<file path="config.mk">
export PLATFORM = sky130hd
export DESIGN_NAME = sprite_blitter
export DESIGN_NICKNAME = d
export VERILOG_FILES = /design/src/rtl/sprite_blitter.sv
export SDC_FILE = /design/constraint.sdc
export NUM_CORES = 1
export LEC_CHECK = 0
export CORE_ASPECT_RATIO = 0.8
export CORE_UTILIZATION = 40
export DETAILED_ROUTE_END_ITERATION = 16
export DONT_BUFFER_PORTS = 1
export GPL_TIMING_DRIVEN = 1
export SYNTH_ARGS = -nofsm -noshare
export SYNTH_HDL_FRONTEND = slang
export SYNTH_SLANG_ARGS = --single-unit
</file>
<file path="constraint.sdc">
create_clock -name Clk -period 7.16 [get_ports Clk]
set_input_delay 0.716 -clock Clk [delete_from_list [all_inputs] [get_ports Clk]]
set_output_delay 0.716 -clock Clk [all_outputs]
set_load 0.005 [all_outputs]
</file>
<file path="src/rtl/sprite_blitter.sv">
// Multi-sprite blitter: maps the VGA DrawX/DrawY stream onto an external
// synchronous colour ROM holding NUM_SPRITES sprites back-to-back, and
// returns a 3-cycle pipelined colour plus opacity flag keyed on KEY_COLOR.
// Sprite configuration is double-buffered and only swapped at frame_start.
module sprite_blitter #(
  parameter int SPR_W       = 30,
  parameter int SPR_H       = 30,
  parameter int NUM_SPRITES = 4,
  parameter int DATA_WIDTH  = 24,
  parameter int COORD_W     = 10,
  parameter logic [DATA_WIDTH-1:0] KEY_COLOR = DATA_WIDTH'(24'hFFFFFF),
  parameter int ROM_AW      = $clog2(NUM_SPRITES*SPR_W*SPR_H)
) (
  input  logic                           Clk,
  input  logic                           Reset_n,
  input  logic [COORD_W-1:0]             DrawX,
  input  logic [COORD_W-1:0]             DrawY,
  input  logic                           pix_valid,
  input  logic                           frame_start,
  input  logic                           cfg_valid,
  output logic                           cfg_ready,
  input  logic [COORD_W-1:0]             cfg_x,
  input  logic [COORD_W-1:0]             cfg_y,
  input  logic [$clog2(NUM_SPRITES)-1:0] cfg_id,
  input  logic                           cfg_flip,
  input  logic                           cfg_scale2,
  input  logic                           cfg_enable,
  output logic [ROM_AW-1:0]              rom_addr,
  input  logic [DATA_WIDTH-1:0]          rom_data,
  output logic                           out_valid,
  output logic [DATA_WIDTH-1:0]          out_color,
  output logic                           out_opaque
);

  localparam int ID_W  = $clog2(NUM_SPRITES);
  // Two guard bits so x+width never wraps for sprites hanging off the right/bottom edge.
  localparam int EXT_W = COORD_W + 2;

  // Pending (shadow) and active configuration
  logic               pend_vld;
  logic [COORD_W-1:0] pend_x, pend_y, act_x, act_y;
  logic [ID_W-1:0]    pend_id, act_id;
  logic               pend_flip, pend_scale2, pend_enable;
  logic               act_flip, act_scale2, act_enable;
  logic               cfg_xfer;

  // Pipeline control
  logic vld_p1, hit_p1, vld_p2, hit_p2;

  // Stage-1 combinational geometry
  logic [EXT_W-1:0]  px, py, ax, ay, sw, sh, dx, dy, col, row;
  logic              hit_p0;
  logic [ROM_AW-1:0] addr_p0;
  logic              opaque_p2;

  assign cfg_ready = ~pend_vld;
  assign cfg_xfer  = cfg_valid & ~pend_vld;

  // Config double buffer: latch into pending, promote to active on frame_start
  always_ff @(posedge Clk) begin
    if (!Reset_n) begin
      pend_vld    <= 1'b0;
      pend_x      <= '0;
      pend_y      <= '0;
      pend_id     <= '0;
      pend_flip   <= 1'b0;
      pend_scale2 <= 1'b0;
      pend_enable <= 1'b0;
      act_x       <= '0;
      act_y       <= '0;
      act_id      <= '0;
      act_flip    <= 1'b0;
      act_scale2  <= 1'b0;
      act_enable  <= 1'b0;
    end else if (frame_start) begin
      if (pend_vld) begin
        act_x      <= pend_x;
        act_y      <= pend_y;
        act_id     <= pend_id;
        act_flip   <= pend_flip;
        act_scale2 <= pend_scale2;
        act_enable <= pend_enable;
        pend_vld   <= 1'b0;
      end else if (cfg_xfer) begin
        // Empty buffer and a fresh offer on the swap edge: go straight to active.
        act_x      <= cfg_x;
        act_y      <= cfg_y;
        act_id     <= cfg_id;
        act_flip   <= cfg_flip;
        act_scale2 <= cfg_scale2;
        act_enable <= cfg_enable;
      end
    end else if (cfg_xfer) begin
      pend_vld    <= 1'b1;
      pend_x      <= cfg_x;
      pend_y      <= cfg_y;
      pend_id     <= cfg_id;
      pend_flip   <= cfg_flip;
      pend_scale2 <= cfg_scale2;
      pend_enable <= cfg_enable;
    end
  end

  // Stage 0: hit test and sprite-local column/row to ROM address
  always_comb begin
    px  = EXT_W'(DrawX);
    py  = EXT_W'(DrawY);
    ax  = EXT_W'(act_x);
    ay  = EXT_W'(act_y);
    sw  = EXT_W'(SPR_W) << act_scale2;
    sh  = EXT_W'(SPR_H) << act_scale2;
    dx  = px - ax;
    dy  = py - ay;
    col = dx >> act_scale2;
    row = dy >> act_scale2;
    if (act_flip) col = EXT_W'(SPR_W - 1) - col;
    hit_p0 = act_enable && (32'(act_id) < 32'(NUM_SPRITES)) &&
             (px >= ax) && (px < ax + sw) && (py >= ay) && (py < ay + sh);
    addr_p0 = ROM_AW'(32'(act_id) * 32'(SPR_W * SPR_H) +
                      32'(row) * 32'(SPR_W) + 32'(col));
  end

  // Stage 1 boundary: register ROM address (held on miss) and pixel tags
  always_ff @(posedge Clk) begin
    if (!Reset_n) begin
      rom_addr <= '0;
      vld_p1   <= 1'b0;
      hit_p1   <= 1'b0;
    end else begin
      if (hit_p0) rom_addr <= addr_p0;
      vld_p1 <= pix_valid;
      hit_p1 <= hit_p0;
    end
  end

  // Stage 2 boundary: delay tags to line up with the ROM's registered output
  always_ff @(posedge Clk) begin
    if (!Reset_n) begin
      vld_p2 <= 1'b0;
      hit_p2 <= 1'b0;
    end else begin
      vld_p2 <= vld_p1;
      hit_p2 <= hit_p1;
    end
  end

  assign opaque_p2 = vld_p2 & hit_p2 & (rom_data != KEY_COLOR);

  // Stage 3 boundary: colour key and output register
  always_ff @(posedge Clk) begin
    if (!Reset_n) begin
      out_valid  <= 1'b0;
      out_opaque <= 1'b0;
      out_color  <= '0;
    end else begin
      out_valid  <= vld_p2;
      out_opaque <= opaque_p2;
      out_color  <= opaque_p2 ? rom_data : '0;
    end
  end

endmodule

</file>
==> reports/qor.yml, run 1 <==
final_layout:
  syn2layout_area_growth_pct: 7.21
  n_fill_cell: 1675
  n_antenna_cell: 0
  final_cell_mix: "dfxtp_1, inv_1, ha_1, nand2_1, nor2_1"
  final_common_cell: "dfxtp_1"
  drive_gt1_share_pct: 4.75
  nNetsFinal: 961
global_routing:
  grt_pass1_wl_mm: 24.9
  grt_remaining_overflow: 0
  grt.total_usage_pct: 17.2
  grt_pass1_vias: 5283
  antenna_found_initial: 0
  grt_max_degree: 65
synthesis:
  syn_area_um2: 6890
  synth_seq_area_share_pct: 27.0
  async_reset_ff_share_pct: 0
  synth_top_flop_cell: "dfxtp_1"
  synth-seq-cells: 93
  syn-num-nets: 975
  yosysUniqueCellTypes: 68
  postSynthAreaPerCell_um2: 8.52
  ys_warn_count: 0
  syn_inst: 809
  synth_edf_count: 0
job:
  cap_violations: 0
sta:
  setup_tns_ns: 0
  min_period_over_period_pct: 88.4
  finalSetupViolations: 0
  relSlewSlack_pct: 31.4
  max_freq_ghz: 0.158
  hold_ws_ns: 0.442
  fin_crit_ns: 6.33
  final_max_slew_viol_count: 0
  rsz0062_at_grt: "no"
  timing.final.hold_violations: 0
  tightest_slew_ns: 1.03
  skew_ns: 0.00772
floorplanning:
  die_h_um: 119
  fp.dieArea_um2: 17800
  coreArea_um2: 16700
  start_util_pct: 41.2
  dieWidth_um: 149
  ios: 113
  rows: 42
cts:
  post_cts_buffers: 0
  cts_buffer_depth: 2
  cts_tree: "yes"
  htree_levels: 3
  cts_made_buffers: 9
  ctsHoldBuffers: 0
  cts-root-buf: "clkbuf_16"
  clkTransAtPathRegs_ns: 0.07
  clock_sinks: 93
  cts_resized: 0
  clkLatencyLatePin_ns: 0.35
setup_path:
  path_class: "in -> reg"
  worstSetupEndpointType: "register"
  worstPathMaxFanout: 6
  reg2reg_slack_ns: 0.90
  start_kind: "input port"
  critPathRequiredTime_ns: 7.41
  r2r_cells: 24
  cp.arrival_ns: 6.57
  max_stage_delay_ns: 0.51
  reg2reg_from: "act_y[0]"
  reg2reg_to: "rom_addr[11]"
  slowest_stage: "fa_1"
route:
  antenna_left: 0
  wl_per_cell_um: 14.2
  vias_per_cell: 5.14
  drt_iter0_markers: 222
  vias: 5246
  first_pass_iters: 4
  route.detailed.drc: 0
  drt_wl_total_mm: 14.5
placed_design:
  place_hpwl_mm: 11.5
  gp_congestion: 0.847
  place.port_buffers: 0
hold_path:
  worstHoldPathCells: 1
  whs_endpoint: "pend_vld"
  hp-class: "in -> reg"
  hp-start: "frame_start"
power:
  p_leak_uw: 0.00304
  powerDensity_nw_per_um2: 505
  max-vdd-ir-drop_mv: 0.585
run_status:
  status: "finished, final reports clean"
report_power, final:
part	switching (uW)	internal [uW]
clock network	227	247
logic	1400	1300
registers	18.8	540
stage by stage:
step,total power (uW),cell area [um2],setup WS (ns),util [%],cells
floorplan,2820,6890,0.930,-,809
global placement,3280,7090,0.553,42.4,1004
detailed placement,3280,7090,0.468,42.4,1004
CTS,3780,7390,0.826,44.2,1020
global route,4160,7390,0.502,44.2,1020
finish,3730,7390,0.834,44.2,1020
area by class of cell:
class	count	area (um2)	share of cell area, %
well taps	220	275	3.73
repair buffers	5	37.5	0.508
flip-flops and latches	93	1860	25.2
clock buffers	9	225	3.05
inverters	79	297	4.01
clock inverters	7	73.8	0.999
multi-input cells	607	4620	62.5
logic make-up (layout without fill, tap and decap cells):
kind of cell             after synthesis  after routing  share of synthesized area [%]
adder cells (fa/ha/maj)               94             94                           19.2
AND/OR/NAND/NOR                      231            231                           15.9
buffers and inverters                109            100                           6.08
AO/OA/AOI/OAI                        179            179                           17.5
flip-flops                            93             93                           27.0
XOR/XNOR                              60             60                           8.02
multiplexers                          43             43                           6.26
cells in the mapped netlist, types with 3 or more instances:
master / number / area, um2
dfxtp_1: 93 / 1860
inv_1: 78 / 293
ha_1: 72 / 901
nand2_1: 71 / 267
nor2_1: 64 / 240
a21oi_1: 59 / 295
xnor2_1: 46 / 403
mux2i_1: 42 / 420
and2_1: 29 / 181
a211oi_1: 27 / 203
o21ai_0: 22 / 110
clkbuf_1: 21 / 78.8
fa_1: 20 / 400
nor3_1: 12 / 60.1
xor2_1: 12 / 105
nand4_1: 11 / 68.8
o21a_1: 11 / 82.6
nand3_1: 9 / 45.0
a21o_1: 8 / 60.1
nor2b_1: 8 / 50.1
nand2b_1: 7 / 43.8
buf_1: 6 / 22.5
o21bai_1: 6 / 45.0
o211ai_1: 5 / 37.5
a211o_1: 4 / 35.0
a21boi_0: 4 / 30.0
a31oi_1: 4 / 25.0
or2_2: 4 / 25.0
o21ai_1: 3 / 15.0
sequential cells by signal, summed over array words and instances, names as in the netlist, 2 cells and up:
register and cells:
pend_id 2, out_color 24, act_id 2, act_y 10, pend_y 10, pend_x 10, rom_addr 12, act_x 10
routing by layer:
metal / track usage (%) / vias to the layer above / share of wire [%]
li1: - / 2757 / -
met1: 21.9 / 2396 / 48
met2: 28.4 / 84 / 45
met3: 6.17 / 9 / 6.7
met4: 2.42 / 0 / 0.70
met5: 0 / - / 0
worst max-delay path by stage:
stage / to / startpoint
after floorplan: rom_addr[11] / DrawY[0]
after global placement: rom_addr[11] / DrawY[0]
after detailed placement: rom_addr[11] / DrawY[0]
after CTS: rom_addr[11] / DrawY[0]
after global routing: rom_addr[11] / DrawY[0]
final: rom_addr[11] / DrawY[0]
worst max-delay path: cells and delay by family:
kind,cells,cell delay (ns)
muxes,1,0.49
adders and majority gates,6,2.12
xor gates and xnor gates,6,1.19
AOI/OAI and AO/OA,8,1.87
buffers and inverters,4,0.18
No activity file was read; power rests on OpenSTA's default activity.
==> run 2: changes to the inputs <==
- CORE_UTILIZATION: 40 -> 41
- RECOVER_POWER: default -> 100
==> reports/qor.yml, run 2 (synthesis gave the netlist of run 1 again) <==
route:
  vias: 5192  # -1.0%
  route.detailed.drc: 0  # unchanged
  wl_per_cell_um: 14.0  # -1.4%
  antenna_left: 0  # unchanged
  drt_iter0_markers: 211  # -5.0%
  drt_wl_total_mm: 14.2  # -1.6%
  vias_per_cell: 5.10  # -0.83%
  first_pass_iters: 4  # unchanged
setup_path:
  start_kind: "input port"
  path_class: "in -> reg"
  worstPathMaxFanout: 6  # unchanged
  worstSetupEndpointType: "register"
  cp.arrival_ns: 6.57  # about the same
  critPathRequiredTime_ns: 7.40  # about the same
cts:
  clkLatencyLatePin_ns: 0.35  # about the same
  clock_sinks: 93  # unchanged
  cts_resized: 0  # unchanged
  clkTransAtPathRegs_ns: 0.07  # about the same
  ctsHoldBuffers: 0  # unchanged
  cts_tree: "yes"
  cts-root-buf: "clkbuf_16"
  post_cts_buffers: 0  # unchanged
  cts_buffer_depth: 2  # unchanged
  htree_levels: 3  # unchanged
  cts_made_buffers: 9  # unchanged
power:
  sw_frac_of_total_pct: 43.7  # -0.35 points
  max-vdd-ir-drop_mv: 0.414  # -29%
  internal_power_uw: 2120  # +1.3%
  seq_power_share_pct: 14.9  # about the same
  p_leak_uw: 0.00302  # -0.58%
  p_sw_uw: 1640  # -0.14%
  p_comb_share_pct: 72.4  # about the same
  powerDensity_nw_per_um2: 510  # +0.94%
  power_frac_clock_pct: 12.8  # about the same
placed_design:
  gp_congestion: 0.825  # -2.6%
  place.port_buffers: 0  # unchanged
  place_hpwl_mm: 11.4  # -1.3%
floorplanning:
  rows: 42  # unchanged
  dieWidth_um: 147  # -1.2%
  coreArea_um2: 16500  # -1.3%
  fp.dieArea_um2: 17300  # -2.4%
  die_h_um: 118  # -1.2%
  ios: 113  # unchanged
  start_util_pct: 41.8  # +0.53 points
global_routing:
  grt_pass1_wl_mm: 24.6  # -1.1%
  grt_remaining_overflow: 0  # unchanged
  grt_pass1_vias: 5168  # -2.2%
  antenna_found_initial: 0  # unchanged
  grt_max_degree: 65  # unchanged
  grt.total_usage_pct: 17.5  # +0.22 points
sta:
  setup_tns_ns: 0  # unchanged
  max_freq_ghz: 0.158  # -0.13%
  rsz0062_at_grt: "no"
  final_max_slew_viol_count: 82  # +82
  timing.final.hold_violations: 0  # unchanged
  tightest_slew_ns: 2.05  # +1.02 ns
  skew_ns: 0.00943  # +0.00172 ns
  min_period_over_period_pct: 88.5  # +0.11 points
  hold_ws_ns: 0.429  # -0.0134 ns
  finalSetupViolations: 0  # unchanged
  relSlewSlack_pct: -36.6  # -68 points
  fin_crit_ns: 6.33  # +0.00811 ns
final_layout:
  drive_gt1_share_pct: 4.26  # -0.49 points
  n_antenna_cell: 0  # unchanged
  largest_register_ffs: 24  # unchanged
  reg_top3: "out_color x24, rom_addr x12"
  final_common_cell: "dfxtp_1"
  nNetsFinal: 959  # -0.21%
  largest_register: "out_color"
  final_cell_mix: "dfxtp_1, inv_1, ha_1, nand2_1, nor2_1"
  syn2layout_area_growth_pct: 6.92
run_status:
  status: "finished with violations"
  violations: "max-capacitance violations, max-slew violations"
job:
  cap_violations: 2  # +2
hold_path:
  hp-class: "reg -> reg"
run 2: cell types whose count changed in the layout (fill, tap and decap cells not counted):
cell,previous run,this run
buf_4,5,3
and2_1,29,23
bufinv_16,0,1
inv_8,2,0
clkinv_8,1,0
clkinvlp_4,0,1
inv_2,1,0
clkinv_4,2,1
and2_0,0,6
o211ai_1,5,6
o211ai_2,1,0
clkinv_2,0,2
inv_1,78,79
run 2: power groups by stage:
| stage | clock network, uW | logic (uW) | registers, uW |
|---|---|---|---|
| 3_5_place_dp | 0 | 2730 | 571 |
| 6_report | 480 | 2720 | 559 |
| 3_3_place_gp | 0 | 2730 | 571 |
| 2_1_floorplan | 0 | 2260 | 564 |
| 5_1_grt | 514 | 3140 | 562 |
| 4_1_cts | 493 | 2750 | 559 |
run 2: per-stage QoR:
| stage | instances | setup WS, ns | cell area (um2) | util [%] | total power, uW |
|---|---|---|---|---|---|
| after floorplan | 809 | 0.930 | 6890 | - | 2820 |
| after global placement | 1002 | 0.564 | 7070 | 42.9 | 3300 |
| after detailed placement | 1002 | 0.453 | 7070 | 42.9 | 3300 |
| after CTS | 1018 | 0.821 | 7370 | 44.7 | 3810 |
| after global routing | 1018 | 0.411 | 7370 | 44.7 | 4210 |
| final | 1018 | 0.825 | 7370 | 44.7 | 3760 |
run 2: routing by layer:
metal | GRT usage, % | part of all wire, % | wire [um] | up-vias
li1 | - | - | - | 2754
met1 | 23.1 | 49 | 6980 | 2351
met2 | 28.0 | 45 | 6400 | 75
met3 | 4.38 | 4.6 | 654 | 12
met4 | 5.03 | 1.5 | 212 | 0
met5 | 0 | 0 | 0 | -
run 2: path summary, 6_finish.rpt:
| kind | from | end | slack [ns] | depth (start not counted) |
|---|---|---|---|---|
| hold reg to reg | vld_p1 | vld_p2 | 0.43 | 1 |
| setup reg to reg | act_y[0] | rom_addr[11] | 0.90 | 24 |
| setup / recovery | DrawY[0] | rom_addr[11] | 0.83 | 25 |
| hold / removal | vld_p1 | vld_p2 | 0.43 | 1 |
run 2: critical path, stage by stage:
cell,delay (ns)
inv_1,0.04
ha_1,0.19
inv_1,0.06
fa_1,0.40
a21o_1,0.17
a21oi_1,0.29
xnor2_1,0.14
mux2i_1,0.46
xnor2_1,0.20
xnor2_1,0.18
fa_1,0.51
inv_1,0.04
ha_1,0.32
a21oi_1,0.22
o21bai_1,0.09
a21oi_1,0.22
xnor2_1,0.11
fa_1,0.48
inv_1,0.04
ha_1,0.22
o41ai_1,0.51
o21ai_0,0.22
xnor3_1,0.37
xnor3_1,0.18
o21a_1,0.18
run 2: final cells by class:
cell class                 instances  area (um2)
clock buffer                       9         225
clock inverter                     7        73.8
fill                            1672        9130
inverter                          79         297
multi-input combinational        607        4610
sequential                        93        1860
tap                              220         275
timing repair buffer               3        22.5
